### src/rtl/trace_pkg.sv
// Shared definitions for the register trace stage: record layout, byte framing
// and serializer state encoding.
package trace_pkg;

  localparam logic [7:0] TRACE_HEADER = 8'hA5;
  localparam int         REC_W        = 32;
  localparam int         REC_BYTES    = 5;

  localparam logic [0:0] ST_IDLE = 1'b0;
  localparam logic [0:0] ST_SEND = 1'b1;

  typedef struct packed {
    logic [7:0] stamp;
    logic [7:0] r0;
    logic [7:0] r1;
    logic [7:0] r2;
  } trace_rec_t;

  // Byte idx of a framed record: 0 is the sync header, 1..4 the record fields.
  function automatic logic [7:0] rec_byte(input logic [7:0] hdr,
                                          input trace_rec_t rec,
                                          input logic [2:0] idx);
    logic [7:0] b;
    b = hdr;
    case (idx)
      3'd1:    b = rec.stamp;
      3'd2:    b = rec.r0;
      3'd3:    b = rec.r1;
      3'd4:    b = rec.r2;
      default: b = hdr;
    endcase
    return b;
  endfunction

endpackage

### src/rtl/sync_fifo.sv
// Single-clock FIFO with a registered occupancy level; the head word is
// visible combinationally so a pop can load it on the same edge.
module sync_fifo #(
  parameter int WIDTH = 32,
  parameter int DEPTH = 8
) (
  input  logic                     clk,
  input  logic                     rst,
  input  logic                     i_push,
  input  logic [WIDTH-1:0]         i_push_data,
  input  logic                     i_pop,
  output logic [WIDTH-1:0]         o_pop_data,
  output logic                     o_full,
  output logic                     o_empty,
  output logic [$clog2(DEPTH):0]   o_level
);

  localparam int AW = $clog2(DEPTH);

  logic [WIDTH-1:0] r_mem [DEPTH];
  logic [AW-1:0]    r_wr_ptr;
  logic [AW-1:0]    r_rd_ptr;
  logic [AW:0]      r_level;
  logic             w_push;
  logic             w_pop;

  assign o_full  = (r_level == (AW+1)'(DEPTH));
  assign o_empty = (r_level == '0);
  assign w_push  = i_push && !o_full;
  assign w_pop   = i_pop && !o_empty;

  always_ff @(posedge clk) begin
    if (w_push) r_mem[r_wr_ptr] <= i_push_data;
  end

  always_ff @(posedge clk or posedge rst) begin
    if (rst) begin
      r_wr_ptr <= '0;
      r_rd_ptr <= '0;
      r_level  <= '0;
    end else begin
      if (w_push) r_wr_ptr <= r_wr_ptr + 1'b1;
      if (w_pop)  r_rd_ptr <= r_rd_ptr + 1'b1;
      case ({w_push, w_pop})
        2'b10:   r_level <= r_level + 1'b1;
        2'b01:   r_level <= r_level - 1'b1;
        default: r_level <= r_level;
      endcase
    end
  end

  assign o_pop_data = r_mem[r_rd_ptr];
  assign o_level    = r_level;

endmodule

### src/rtl/reg_trace.sv
// Register trace: stamps every cycle in which R0/R1/R2 change, buffers the
// records and streams them out as framed 5-byte packets.
module reg_trace
  import trace_pkg::*;
#(
  parameter int         DEPTH  = 8,
  parameter logic [7:0] HEADER = TRACE_HEADER
) (
  input  logic                       clk,
  input  logic                       rst,
  input  logic                       enable,
  input  logic [7:0]                 debug_r0,
  input  logic [7:0]                 debug_r1,
  input  logic [7:0]                 debug_r2,
  input  logic                       out_ready,
  output logic                       out_valid,
  output logic [7:0]                 out_data,
  output logic                       overflow,
  output logic [7:0]                 drop_count,
  output logic [$clog2(DEPTH):0]     fifo_level
);

  logic [7:0]       r_stamp;
  logic [23:0]      r_snap;
  logic             r_snap_valid;
  logic             r_overflow;
  logic [7:0]       r_drop_count;
  logic [0:0]       r_state;
  logic [2:0]       r_idx;
  trace_rec_t       r_shift;

  logic [23:0]      w_regs;
  logic             w_trigger;
  logic             w_full;
  logic             w_empty;
  logic             w_push;
  logic             w_drop;
  logic             w_last;
  logic             w_pop;
  logic [REC_W-1:0] w_head;

  assign w_regs    = {debug_r0, debug_r1, debug_r2};
  assign w_trigger = enable && (!r_snap_valid || (w_regs != r_snap));
  assign w_push    = w_trigger && !w_full;
  assign w_drop    = w_trigger && w_full;

  // Final byte accepted: the next record may be loaded on this same edge.
  assign w_last = (r_state == ST_SEND) && out_ready && (r_idx == 3'(REC_BYTES-1));
  assign w_pop  = !w_empty && ((r_state == ST_IDLE) || w_last);

  always_ff @(posedge clk or posedge rst) begin
    if (rst) begin
      r_stamp      <= '0;
      r_snap       <= '0;
      r_snap_valid <= 1'b0;
      r_overflow   <= 1'b0;
      r_drop_count <= '0;
    end else begin
      r_stamp <= r_stamp + 8'd1;
      if (w_trigger) begin
        r_snap       <= w_regs;
        r_snap_valid <= 1'b1;
      end
      if (w_drop) begin
        r_overflow <= 1'b1;
        if (r_drop_count != 8'hFF) r_drop_count <= r_drop_count + 8'd1;
      end
    end
  end

  sync_fifo #(
    .WIDTH (REC_W),
    .DEPTH (DEPTH)
  ) u_fifo (
    .clk         (clk),
    .rst         (rst),
    .i_push      (w_push),
    .i_push_data ({r_stamp, debug_r0, debug_r1, debug_r2}),
    .i_pop       (w_pop),
    .o_pop_data  (w_head),
    .o_full      (w_full),
    .o_empty     (w_empty),
    .o_level     (fifo_level)
  );

  always_ff @(posedge clk or posedge rst) begin
    if (rst) begin
      r_state <= ST_IDLE;
      r_idx   <= '0;
      r_shift <= '0;
    end else if (w_pop) begin
      r_shift <= trace_rec_t'(w_head);
      r_idx   <= '0;
      r_state <= ST_SEND;
    end else if ((r_state == ST_SEND) && out_ready) begin
      if (r_idx == 3'(REC_BYTES-1)) begin
        r_state <= ST_IDLE;
        r_idx   <= '0;
      end else begin
        r_idx <= r_idx + 3'd1;
      end
    end
  end

  assign out_valid  = (r_state == ST_SEND);
  assign out_data   = out_valid ? rec_byte(HEADER, r_shift, r_idx) : 8'h00;
  assign overflow   = r_overflow;
  assign drop_count = r_drop_count;

endmodule

### config.mk
export PLATFORM = sky130hd
export DESIGN_NAME = reg_trace
export DESIGN_NICKNAME = d
export VERILOG_FILES = /design/src/rtl/trace_pkg.sv /design/src/rtl/sync_fifo.sv /design/src/rtl/reg_trace.sv
export SDC_FILE = /design/constraint.sdc
export NUM_CORES = 1
export LEC_CHECK = 0
export BUFFER_PORTS_ARGS = -buffer_cell sky130_fd_sc_hd__buf_2
export CAP_MARGIN = 10
export CORE_ASPECT_RATIO = 0.6
export CORE_MARGIN = 10
export CORE_UTILIZATION = 50
export CTS_BUF_LIST = sky130_fd_sc_hd__clkbuf_8
export DETAILED_ROUTE_END_ITERATION = 12
export PLACE_DENSITY = 0.63
export RECOVER_POWER = 25
export SLEW_MARGIN = 20
export SYNTH_ARGS = -nofsm -noshare
export SYNTH_HDL_FRONTEND = slang
export SYNTH_SLANG_ARGS = --single-unit
### constraint.sdc
create_clock -name clk -period 16.4 [get_ports clk]
set_clock_uncertainty 0.2 [all_clocks]
set_input_delay 0.82 -clock clk [delete_from_list [all_inputs] [get_ports clk]]
set_output_delay 0.82 -clock clk [all_outputs]
set_load 0.03 [all_outputs]
# ---- Word level (Yosys, flattened, before mapping)
# Memories as Yosys holds them, arrays and structs flattened. A register that Yosys moved wholly into a read port is not among the register bits.
# Index checks and enable logic that the tools add are counted.
dict set report totals {
  reg_bits 56
  mem_bits_rw 256
  in_bits 28
  out_inout_bits 22
  wordCells 58
  n_memories 1
}
# name words width rd rd_ports_with_merged_regs write_ports line
set memory_table {}
lappend memory_table {u_fifo.r_mem 8 32 1 1 1 sync_fifo.sv:20} ;# logic [WIDTH-1:0] r_mem [DEPTH];
dict set report classes {
  n_addsub 7
  n_eq_ne 9
  mux 11
  n_bitwise 1
  n_reduce_logical 19
}
# op n
set op_table {}
lappend op_table {{case mux 8 bit (4 select lines)} 1}
lappend op_table {{inequality test 24 bit} 1}
lappend op_table {{adder 8 x 1 -> 8 bit (second input constant)} 2}
lappend op_table {{adder 3 x 1 -> 3 bit (second input constant)} 3}
lappend op_table {{2-to-1 mux 3 bit} 3}
lappend op_table {{logical AND 1 bit} 8}
lappend op_table {{2-to-1 mux 8 bit} 1}
lappend op_table {{inequality test 8 bit (second input constant)} 1}
lappend op_table {{case mux 4 bit (2 select lines)} 1}
lappend op_table {{equality test 3 x 2 -> 1 bit (second input constant)} 2}
lappend op_table {{nonzero test 2 bit} 3}
lappend op_table {{2-to-1 mux 1 bit} 5}
lappend op_table {{adder 4 x 1 -> 4 bit (second input constant)} 1}
lappend op_table {{equality test 4 bit (second input constant)} 1}
lappend op_table {{zero test 4 bit} 1}
lappend op_table {{AND reduction 2 bit} 2}
lappend op_table {{subtractor 4 x 1 -> 4 bit (second input constant)} 1}
lappend op_table {{equality test 3 x 1 -> 1 bit (second input constant)} 1}
lappend op_table {{equality test 3 bit (second input constant)} 1}
lappend op_table {{zero test 1 bit} 3}
lappend op_table {{equality test 2 x 1 -> 1 bit (second input constant)} 1}
lappend op_table {{equality test 2 bit (second input constant)} 1}
lappend op_table {{logical OR 1 bit} 2}
lappend op_table {{NOT 1 bit} 1}

# ---- Longest topological paths before layout
# Gate-level depths: netlist of the first run.
dict set report logic_depth {
  ltp_word 7
  mapped_depth 14
  mapped_depth_nobuf 13
}

# ---- Modules after synthesis
# A second synthesis of the first run with hierarchy kept.
dict set report unflattened {
  hier_cells 727
  area_unflattened_um2 14122.3
}
# module instances cells_per_inst area_each_um2 seq_area_each_um2
set modules_own_cells {}
lappend modules_own_cells {sync_fifo 1 438 10403.7 7937.6}
lappend modules_own_cells {reg_trace 1 289 3718.6 1951.9}

# ---- Worst setup path after synthesis of the first run
# Ideal clock, no wire load.
dict set report synth_path {
  path_type {input to register}
  startpoint {in debug_r0[0]}
  endpoint {mem u_fifo.r_mem[2][0] (enable)}
  setup_time_ns 0.513
  arrival_ns 5.131
  t_required_ns 15.687
  slack_ns 10.556
  path_stages 7
  path_buffers 0
  cell_sequence {xor2_1 -> nor4_1 -> nand3_1 -> o41ai_4 -> a21oi_1 -> clkinv_1 -> nor4b_1}
}
dict set report synth_between {
  elab_chain_len 7
}
# item line
set synth_rtl {}
lappend synth_rtl {{start, declared} reg_trace.sv:12} ;# input logic [7:0] debug_r0,
lappend synth_rtl {{inequality test 24 bit} reg_trace.sv:43} ;# assign w_trigger = enable && (!r_snap_valid || (w_regs != r_snap));
lappend synth_rtl {{logical OR 1 bit} reg_trace.sv:43}
lappend synth_rtl {{logical AND 1 bit} reg_trace.sv:43}
lappend synth_rtl {{logical AND 1 bit} reg_trace.sv:44} ;# assign w_push = w_trigger && !w_full;
lappend synth_rtl {{logical AND 1 bit} sync_fifo.sv:29} ;# assign w_push = i_push && !o_full;
lappend synth_rtl {{2-to-1 mux 1 bit} sync_fifo.sv:33} ;# if (w_push) r_mem[r_wr_ptr] <= i_push_data;
lappend synth_rtl {{2-to-1 mux 1 bit (implied by the code)} sync_fifo.sv:33}
lappend synth_rtl {{end, declared} sync_fifo.sv:20}
# No other way between the ends.

# ---- Worst setup path in the final report of the first run
dict set report layout_path {
  startpoint {in debug_r2[5]}
  endpoint {reg u_fifo.r_level[3] (netlist: u_fifo.o_level[3])}
}
dict set report layout_between {
  elab_chain_len 7
  word_cells_on_any_way 9
  cone_classes {eq/ne (3); mux (1); reduce/logical (5)}
}
# item line
set layout_rtl {}
lappend layout_rtl {{start, declared} reg_trace.sv:14} ;# input logic [7:0] debug_r2,
lappend layout_rtl {{inequality test 24 bit *} reg_trace.sv:43}
lappend layout_rtl {{logical OR 1 bit *} reg_trace.sv:43}
lappend layout_rtl {{logical AND 1 bit *} reg_trace.sv:43}
lappend layout_rtl {{logical AND 1 bit *} reg_trace.sv:44}
lappend layout_rtl {{logical AND 1 bit *} sync_fifo.sv:29}
lappend layout_rtl {{equality test 2 x 1 -> 1 bit or equality test 2 bit (tied branches)} sync_fifo.sv:44} ;# case ({w_push, w_pop})
lappend layout_rtl {{case mux 4 bit (2 select lines) or nonzero test 2 bit (tied branches)} --}
lappend layout_rtl {{end signal, assigned} sync_fifo.sv:45} ;# 2'b10: r_level <= r_level + 1'b1;
lappend layout_rtl {{end signal, assigned} sync_fifo.sv:46} ;# 2'b01: r_level <= r_level - 1'b1;
lappend layout_rtl {{end signal, assigned} sync_fifo.sv:47} ;# default: r_level <= r_level;
lappend layout_rtl {{end, declared} sync_fifo.sv:23} ;# logic [AW:0] r_level;
# Every way passes the cells marked *; elsewhere a longest branch is shown, timed or not.
# A chain may end at the register's enable or synchronous reset.

==> results of run 1 <==
==> metrics by stage <==
step | instances | worst slack [ns] | total power [mW]
floorplan | 747 | 10.56 | 1.764
global placement | 1139 | 12.05 | 2.009
detailed placement | 1139 | 11.97 | 2.029
CTS | 1226 | 12.56 | 2.643
global route | 1226 | 12.16 | 2.754
finish | 1227 | 12.44 | 2.612
==> critical path, cell delays in order <==
cell,delay (ns)
clkbuf_1,0.28
xor2_1,0.13
nor4_1,0.76
nand2_1,0.23
o41ai_4,0.42
a21oi_1,0.15
clkinv_1,0.25
ha_1,0.26
ha_1,0.24
a21o_1,0.18
a21oi_1,0.16
xnor2_1,0.13
nor2_1,0.06
xor2_1,0.14
==> final cells by class <==
type,count,area [µm²]
well taps,360,450.4
fillers,2069,11390
diodes,1,2.502
inverters,11,42.54
clock inverters,32,121.4
repair buffers,68,359.1
multi-input cells,356,3686
clock buffers,55,757.0
flip-flops and latches,344,9896
==> flip-flops by register name (all words and copies together), names as in the netlist <==
signal / count
drop_count: 8
out_valid: 1
overflow: 1
r_idx: 3
r_shift: 32
r_snap: 24
r_snap_valid: 1
r_stamp: 8
u_fifo.o_level: 4
u_fifo.r_mem: 256
u_fifo.r_rd_ptr: 3
u_fifo.r_wr_ptr: 3
==> logic make-up (layout without fill, tap and decap cells) <==
group	count (synthesis)	count (layout)	synth area share, %
flip-flops	344	344	71.97
multiplexers	126	126	15.57
AND/OR/NAND/NOR	103	103	3.533
AO/OA/AOI/OAI	70	70	3.260
buffers and inverters	47	166	1.621
XOR/XNOR	44	44	2.805
adder cells (fa/ha/maj)	13	13	1.238
other	0	1	0
==> where the power goes <==
group | total [mW] | switching, mW | internal (mW) | leakage [nW]
sequential | 1.23 | 0.129 | 1.10 | 3.34
combinational | 0.773 | 0.441 | 0.332 | 1.58
clock | 0.613 | 0.309 | 0.304 | 0.542
total | 2.61 | 0.879 | 1.73 | 5.46
==> cells in the mapped netlist, types with 4 or more instances <==
cell type / number / area share [%]
o21a_1: 4 / 0.22
o21ai_0: 8 / 0.29
edfxtp_1: 256 / 56
nor4_1: 8 / 0.36
buf_1: 5 / 0.14
a22o_1: 4 / 0.25
xor2_1: 30 / 1.9
mux2_2: 11 / 0.90
a222oi_1: 4 / 0.29
mux2_4: 11 / 1.2
clkbuf_1: 19 / 0.52
xnor2_1: 14 / 0.89
a22oi_1: 8 / 0.44
nor3_1: 8 / 0.29
ha_1: 12 / 1.1
mux4_2: 64 / 10
mux2i_1: 33 / 2.4
nor2_1: 44 / 1.2
a21oi_1: 37 / 1.3
nand2_1: 19 / 0.52
nand3_1: 9 / 0.33
mux2_1: 7 / 0.57
inv_1: 10 / 0.27
dfrtp_1: 88 / 16
buf_2: 9 / 0.33
==> per-layer routing <==
metal | routed length [µm] | up-vias | GRT usage (%) | share of wire (%)
li1 | - | 3095 | - | -
met1 | 13690 | 3651 | 25.47 | 47
met2 | 13150 | 201 | 25.18 | 45
met3 | 1838 | 57 | 3.837 | 6.3
met4 | 558 | 0 | 5.043 | 1.9
met5 | 0 | - | 0 | 0
==> path summary, 6_finish.rpt <==
check                           cells after the start                  to   startpoint  slack (ns)
worst max-delay path                               14   u_fifo.o_level[3]  debug_r2[5]       12.44
worst min-delay path                                1            overflow     overflow        0.27
worst max register to register                     13   u_fifo.o_level[3]    r_snap[5]       12.58
worst min register to register                      1            overflow     overflow        0.27
max in group asynchronous                           3  u_fifo.r_rd_ptr[0]          rst       14.08
min in group asynchronous                           2          r_snap[17]          rst        0.44
==> cells in the final DEF (no fill, tap or decap), types with 3 or more instances in the layout <==
| cell | Yosys | layout |
|---|---|---|
| edfxtp_1 | 256 | 256 |
| dfrtp_1 | 88 | 85 |
| mux4_2 | 64 | 64 |
| clkbuf_8 | 0 | 55 |
| nor2_1 | 44 | 43 |
| a21oi_1 | 37 | 36 |
| inv_1 | 10 | 34 |
| mux2i_1 | 33 | 33 |
| xor2_1 | 30 | 30 |
| buf_2 | 9 | 26 |
| clkbuf_1 | 19 | 23 |
| nand2_1 | 19 | 19 |
| buf_4 | 0 | 19 |
| xnor2_1 | 14 | 14 |
| ha_1 | 12 | 12 |
| mux2_4 | 11 | 11 |
| mux2_2 | 11 | 11 |
| nand3_1 | 9 | 9 |
| o21ai_0 | 8 | 8 |
| a22oi_1 | 8 | 8 |
| nor3_1 | 8 | 7 |
| mux2_1 | 7 | 7 |
| clkinv_1 | 1 | 7 |
| nor4_1 | 8 | 6 |
| a22o_1 | 4 | 4 |
| a222oi_1 | 4 | 4 |
| o21a_1 | 4 | 4 |
| nor4b_2 | 0 | 3 |
==> metrics.yaml, run 1 <==
start_util_pct: 51.45
status: "finished with violations"
worstPathRequired_ns: 16.66
area_growth_pct: 11.46
min_path_type: "flip-flop to flip-flop"
power_leakage_nw: 5.462
htreeDepth: 2
vias: 7004
clock_latency_ns: 0.57
syn_area_per_cell_um2: 18.39
place_area_um2: 14460
crit_type: "primary input to flip-flop"
postCtsSetupBuffers: 0
maxSlewViolCount: 34
wirelength_mm: 29.24
rsz0062_at_grt: "no"
synth_cell_types: 43
ant_nets: 0
synthArstFlopShare_pct: 25.58
synth_ff_type: "edfxtp_1"
num_rows: 46
violations: "max-capacitance violations, max-slew violations"
finalCritPeriodShare_pct: 24.14
relSlewSlack_pct: -11.48
core_um2: 26710
drc: 0
max-vdd-ir-drop_mv: 0.08860
grt_pass1_vias: 7271
drive_above_1_share_pct: 23.56
wl_per_cell_um: 23.83
synth_warnings: 0
holdWs_ns: 0.2684
netlist_area_um2: 13740
ys_ff_latch: 344
fin_nets: 870
worst_pin_slew_ns: 1.663
gp_congestion: 0.8516
track_usage_pct: 17.27
grt_pass1_wl_mm: 45.00
arrival_ns: 4.22
grt_start_max_net_pins: 69
viasPerCell: 5.708
first_iter_violations: 804
design_area_um2: 15310
cp-start-kind: "primary input"
pin_count: 50
timing.fmax_mhz: 252.6
io_buffer_count: 49
synth-edff-count: 256
cts_tree: "done"
first_pass_iters: 7
synthCells: 747
final_util_pct: 57.35
cap_violations: 1
clockRootBuffer: "clkbuf_8"
path_max_fanout: 10
synth_seq_area_share_pct: 71.97
numCtsBuffers: 48
tns_ns: 0
end_kind: "flip-flop"
die_w_um: 234.0
ctsHoldBuffers: 0
cts_sinks: 344
clk_pin_slew_ns: 0.07
cts_buffer_depth: 3
die_area_um2: 34730
setup_viol: 0
antenna_found_initial: 1
hpwlAfterDp_mm: 17.55
grt_overflow_total: 0
timing.final.crit_period_ns: 3.958
hold_viol: 0
cts_resized: 0
dieHeight_um: 148.4
synth_fp_nets: 788
powerDensity_nw_per_um2: 170.6
Power figures use the tool's default switching activity.
==> run 2: changes to the inputs <==
Settings changed: PLACE_DENSITY 0.63 to 0.65.
Clock period 16.4 ns to 3.35 ns, I/O delays scaled along.
==> run 2 against run 1 <==
Via count is 4.2% higher; the flow now finishes without violations; sequential share of layout area is 3.2 points lower; clock power grew to 5.1 times the previous value; final area is 5.2% higher; critical path type is now flip-flop to flip-flop; global-route usage is 0.43 points higher; final cell count is 4.2% higher; register-to-register slack worse by 12 ns; count of clock-buffer cells in the layout is 4 higher; non-clock buffer count is 48 higher; sequential power grew to 4.8 times the previous value.
==> metrics.yaml, run 2 (synthesis gave the netlist of run 1 again) <==
hold_viol: 0
drc: 0
vias: 7301
path_max_fanout: 2
track_usage_pct: 17.70
setup_viol: 0
viasPerCell: 5.713
final_cell_mix: "edfxtp_1, dfrtp_1, mux4_2"
area_growth_pct: 17.24
crit_family: "compound AO/OA/AOI/OAI gates"
max-vdd-ir-drop_mv: 0.4535
cts_tree: "done"
wl_per_cell_um: 23.44
p_int_mw: 8.829
grt_pass1_vias: 7658
finalCritPeriodShare_pct: 95.05
worstPathRequired_ns: 3.61
cts_buffer_depth: 3
reg2reg_slack_ns: 0.17
cp-start-kind: "flip-flop"
core_um2: 26710
pre_cts_slack_ns: -0.2517
final_common_cell: "edfxtp_1"
cap_violations: 0
slowest_delay_ns: 0.41
worst_pin_slew_ns: 0.7808
grt_overflow_total: 0
gp_congestion: 0.8122
powerDensity_nw_per_um2: 824.3
sw_frac_of_total_pct: 33.51
pin_count: 50
grt_pass1_wl_mm: 46.57
num_rows: 46
power_leakage_nw: 5.832
critPathBufInv: 3
maxSlewViolCount: 0
drive_above_1_share_pct: 27.15
min_path_type: "primary input to asynchronous set/reset pin"
start_util_pct: 51.45
p_clk_share_pct: 23.6
first_pass_iters: 5
p_seq_share_pct: 44.7
hpwlAfterDp_mm: 18.73
dieHeight_um: 148.4
p_comb_share_pct: 31.6
dp.cells: 1159
timing.fmax_mhz: 314.1
die_w_um: 234.0
reg_top3: "u_fifo.r_mem (256), r_shift (32), r_snap (24)"
cts_sinks: 344
first_iter_violations: 694
numCtsBuffers: 49
largest_reg_flops: 256
timing.final.crit_period_ns: 3.184
end_kind: "flip-flop"
wirelength_mm: 29.96
cp_slowest_cell: "nor4_4"
holdWs_ns: 0.07077
final_cells: 1278
clock_latency_ns: 0.58
fin_nets: 919
regMostFlops: "u_fifo.r_mem"
path_cells: "xor2_1 > nor4_4 > buf_4 > nand2_1 > buf_4 > o41ai_4 > a21oi_2 > clkinv_1 > ha_2 > ha_1 > a21o_1 > a21oi_2 > xnor2_1 > nor2_1 > xor2_1"
io_buffer_count: 49
relSlewSlack_pct: 47.73
clk_pin_slew_ns: 0.07
grt_start_max_net_pins: 69
clockRootBuffer: "clkbuf_8"
antenna_found_initial: 1
status: "finished clean"
switching_power_mw: 4.450
crit_type: "flip-flop to flip-flop"
arrival_ns: 3.44
ant_nets: 0
htreeDepth: 2
layout_setup_ws_ns: 0.1659
die_area_um2: 34730
## run 2: cell count changes in the layout (fill, tap and decap cells not counted), sizes merged
cell         before  now
buf              45   78
dlygate4sd3       0   27
clkbuf           78   70
clkinv            8    6
inv              34   36
clkinvlp          1    0
## run 2: path summary, 6_finish.rpt
path | endpoint | cells after the start | start
setup / recovery | u_fifo.o_level[3] | 15 | r_snap[5]
min in group clk | u_fifo.r_mem[5][16] | 2 | debug_r0[0]
setup reg to reg | u_fifo.o_level[3] | 15 | r_snap[5]
hold / removal | overflow | 3 | rst
hold reg to reg | r_snap_valid | 1 | r_snap_valid
max in group asynchronous | u_fifo.r_rd_ptr[0] | 4 | rst
## run 2: per-layer routing
metal | routed length (µm) | track usage, % | part of all wire [%] | up-vias
met5 | 0 | 0 | 0 | -
met4 | 480 | 4.497 | 1.6 | 0
met3 | 1993 | 3.894 | 6.7 | 44
met2 | 13550 | 26.14 | 45 | 230
met1 | 13940 | 26.14 | 47 | 3833
li1 | - | - | - | 3194
## run 2: worst min-delay path, stage by stage
cell and delay, ns:
dlygate4sd3_1 0.54, buf_2 0.13, clkinv_2 0.52
## run 2: layout make-up
type	count	area [µm²]
fill	1953	10600
sequential	344	9896
multi-input combinational	356	3766
timing repair buffer	116	1015
clock buffer	59	812.0
tap	360	450.4
clock inverter	31	125.1
inverter	11	42.54
antenna	1	2.502
## run 2: per-stage QoR
stage	TNS (ns)	area, µm²	utilization, %	total power [mW]
2_1_floorplan	-47.71	13780	-	8.648
3_3_place_gp	-0.2128	14860	55.65	10.09
3_5_place_dp	-0.2790	14860	55.65	10.21
4_1_cts	0	16090	60.26	13.40
5_1_grt	-0.001969	16110	60.31	13.95
6_report	0	16110	60.32	13.28
## run 2: power by group through the flow
stage,combinational [mW],sequential (mW),clock [mW]
3_3_place_gp,4.14,5.96,0
2_1_floorplan,2.83,5.82,0
4_1_cts,4.26,5.93,3.21
6_report,4.20,5.94,3.14
5_1_grt,4.53,6.01,3.41
3_5_place_dp,4.20,6.01,0
## run 2: what timing repair did
item	in CTS	in global routing
pin swaps	1	3
hold buffers	27	0
gates resized for setup	4	4
setup buffers	0	1
endpoints found under the setup margin	2	2
hold endpoints to repair	258	0
==> run 3: changes to the inputs <==
Settings changed: ABC_AREA set to 1, CORE_UTILIZATION 50 to 45, CTS_BUF_LIST sky130_fd_sc_hd__clkbuf_8 to sky130_fd_sc_hd__clkbuf_2 sky130_fd_sc_hd__clkbuf_4 sky130_fd_sc_hd__clkbuf_8, PLACE_DENSITY 0.65 to 0.59.
==> run 3 against run 2 <==
First-iteration DRC count up 27%; routed wire length up 19%; core utilization down 7.4 points; sequential power down 1%; maximum frequency up 3.3%; sequential cell count unchanged; final cell count up 36%; setup slack better by 0.10 ns; critical path type is now flip-flop to output pin; critical endpoint is now out_data[0].
==> metrics.yaml, run 3 <==
status: "finished clean"
fin_nets: 1320
final_cells: 1738
synth_warnings: 0
worst_pin_slew_ns: 0.6963
htreeDepth: 2
clock_latency_ns: 0.61
synth_top_cell_by_area: "edfxtp_1"
ys_ff_latch: 344
cp_slowest_cell: "a221oi_1"
dp.cells: 1614
cts_tree: "done"
numCtsBuffers: 50
num_rows: 50
synth_cell_types: 38
hp-start: "debug_r0[4]"
final_cell_mix: "edfxtp_1, nand2_1, nor2_1"
largest_reg_flops: 256
track_usage_pct: 18.04
timing.fmax_mhz: 324.5
min_path_type: "primary input to flip-flop"
hold_viol: 0
syn_area_per_cell_um2: 12.15
die_area_um2: 39630
wl_per_cell_um: 20.54
relSlewSlack_pct: 53.58
core_um2: 31280
maxSlewViolCount: 0
synth.area.top_cells: "edfxtp_1, dfrtp_1, nand2_1, o21ai_0, mux2i_1"
viasPerCell: 5.353
postCtsSetupBuffers: 0
area_growth_pct: 15.53
io_buffer_count: 49
path_max_fanout: 8
r2r_start: "r_snap[4]"
fill_cells: 2700
finalCritPeriodShare_pct: 91.98
regMostFlops: "u_fifo.r_mem"
reg_top3: "u_fifo.r_mem (256), r_shift (32), r_snap (24)"
path_cells: "ha_1 > ha_1 > inv_1 > o22ai_1 > a221oi_1 > a21oi_1 > buf_2"
cp-start-kind: "flip-flop"
vias: 9303
max-vdd-ir-drop_mv: 0.4070
place_area_um2: 15220
grt_start_max_net_pins: 64
cts_buffer_depth: 3
synth_most_common_cell: "edfxtp_1"
start_util_pct: 45.83
pin_count: 50
setup_viol: 0
tns_ns: 0
drive_above_1_share_pct: 14.38
dieHeight_um: 158.3
synth_fp_nets: 1221
regArea_um2: 9897
synth-edff-count: 256
clk_pin_slew_ns: 0.06
multi_input_area_um2: 3880
powerDensity_nw_per_um2: 823.4
gp_congestion: 0.8545
grt_overflow_total: 0
yosysTopAreaCellShare_pct: 53.62
synth_ff_type: "edfxtp_1"
synthCells: 1180
power_leakage_nw: 6.512
synthArstFlopShare_pct: 25.58
die_w_um: 250.4
arrival_ns: 2.71
synth_seq_area_share_pct: 68.98
slowest_delay_ns: 0.49
grt_pass1_wl_mm: 55.32
first_pass_iters: 5
ant_nets: 0
timing.final.crit_period_ns: 3.081
first_iter_violations: 881
grt_pass1_vias: 9098
cts_sinks: 344
design_area_um2: 16560
wirelength_mm: 35.70
netlist_area_um2: 14340
antenna_found_initial: 1
final_common_cell: "edfxtp_1"
drc: 0
crit_top_cell: "ha_1"
clockRootBuffer: "clkbuf_8"
worstPathRequired_ns: 2.98
hpwlAfterDp_mm: 20.64
crit_start: "r_idx[0]"
end_kind: "output pin"
ys_top_cells_by_count: "edfxtp_1, nand2_1, nor2_1, o21ai_0, inv_1"
rsz0062_at_grt: "no"
crit_type: "flip-flop to output pin"
cap_violations: 0
==> run 3: cell types whose count changed in the layout (fill, tap and decap cells not counted), sizes merged, moves of 19 or more <==
cell	before	now
a21oi	37	7
inv	36	92
mux2	29	0
mux2i	33	52
mux4	64	0
nand2	19	193
nand3	9	38
nor2	45	138
o21ai	8	124
o221ai	0	52
==> run 3: kinds of logic (layout without fill, tap and decap cells) <==
logic type | Yosys count | in the layout | share of synthesized area (%)
flops | 344 | 344 | 68.98
simple gates | 384 | 384 | 10.85
fa+ha+maj | 13 | 13 | 1.187
xor+xnor | 22 | 22 | 1.344
mux | 52 | 52 | 3.631
compound gates | 216 | 216 | 9.592
other cells | 0 | 1 | 0
buf+inv | 149 | 290 | 4.416
==> run 3: final timing paths <==
check / to / slack [ns] / depth (start not counted)
max in group asynchronous: u_fifo.r_wr_ptr[0] / 1.54 / 5
worst max register to register: u_fifo.o_level[3] / 0.36 / 19
worst max-delay path: out_data[0] / 0.27 / 7
worst min-delay path: u_fifo.r_mem[4][20] / 0.26 / 2
min in group asynchronous: r_snap[0] / 0.58 / 4
worst min register to register: overflow / 0.29 / 1
==> run 3: critical path, delay by kind of cell, from the launching register on <==
family                     cells  cell delay, ns
AOI/OAI and AO/OA              3            0.82
adders and majority gates      2            0.41
buffers and inverters          2            0.45
DFF                            1            0.43
==> run 3: power by group <==
| group | switching [mW] | internal [mW] |
|---|---|---|
| combinational | 2.91 | 1.40 |
| sequential | 0.497 | 5.36 |
| clock | 1.61 | 1.85 |
| total | 5.02 | 8.62 |
==> run 3: area by class of cell <==
cell class / instances / share of cell area, %
timing repair buffer: 104 / 5.228
sequential: 344 / 59.76
multi-input combinational: 687 / 23.43
tap: 416 / 3.143
inverter: 92 / 2.100
clock buffer: 82 / 5.908
clock inverter: 12 / 0.4231
antenna: 1 / 0.01511
==> run 3: repair_timing <==
action | CTS | global route
endpoints found under the hold margin | 293 | 0
hold buffers | 29 | 0
gates resized for setup | 0 | 0
==> run 3: metrics by stage <==
stage                     total power [mW]  util, %  worst slack (ns)  hold slack, ns
final                                13.64    52.95            0.2685          0.2595
after floorplan                      8.653        -            0.1623         0.06637
after global placement               10.16    48.67            0.3839         0.08639
after CTS                            13.71    52.95            0.3106          0.2014
after global routing                 14.42    52.94           0.01956          0.2459
after detailed placement             10.21    48.67            0.2934         0.09147
==> run 3: metal layers <==
metal	vias up	track usage, %	wire [µm]
met5	-	0	0
met4	0	4.000	431
met3	43	4.107	2802
met2	313	25.61	14530
met1	4535	27.40	17940
li1	4412	-	-
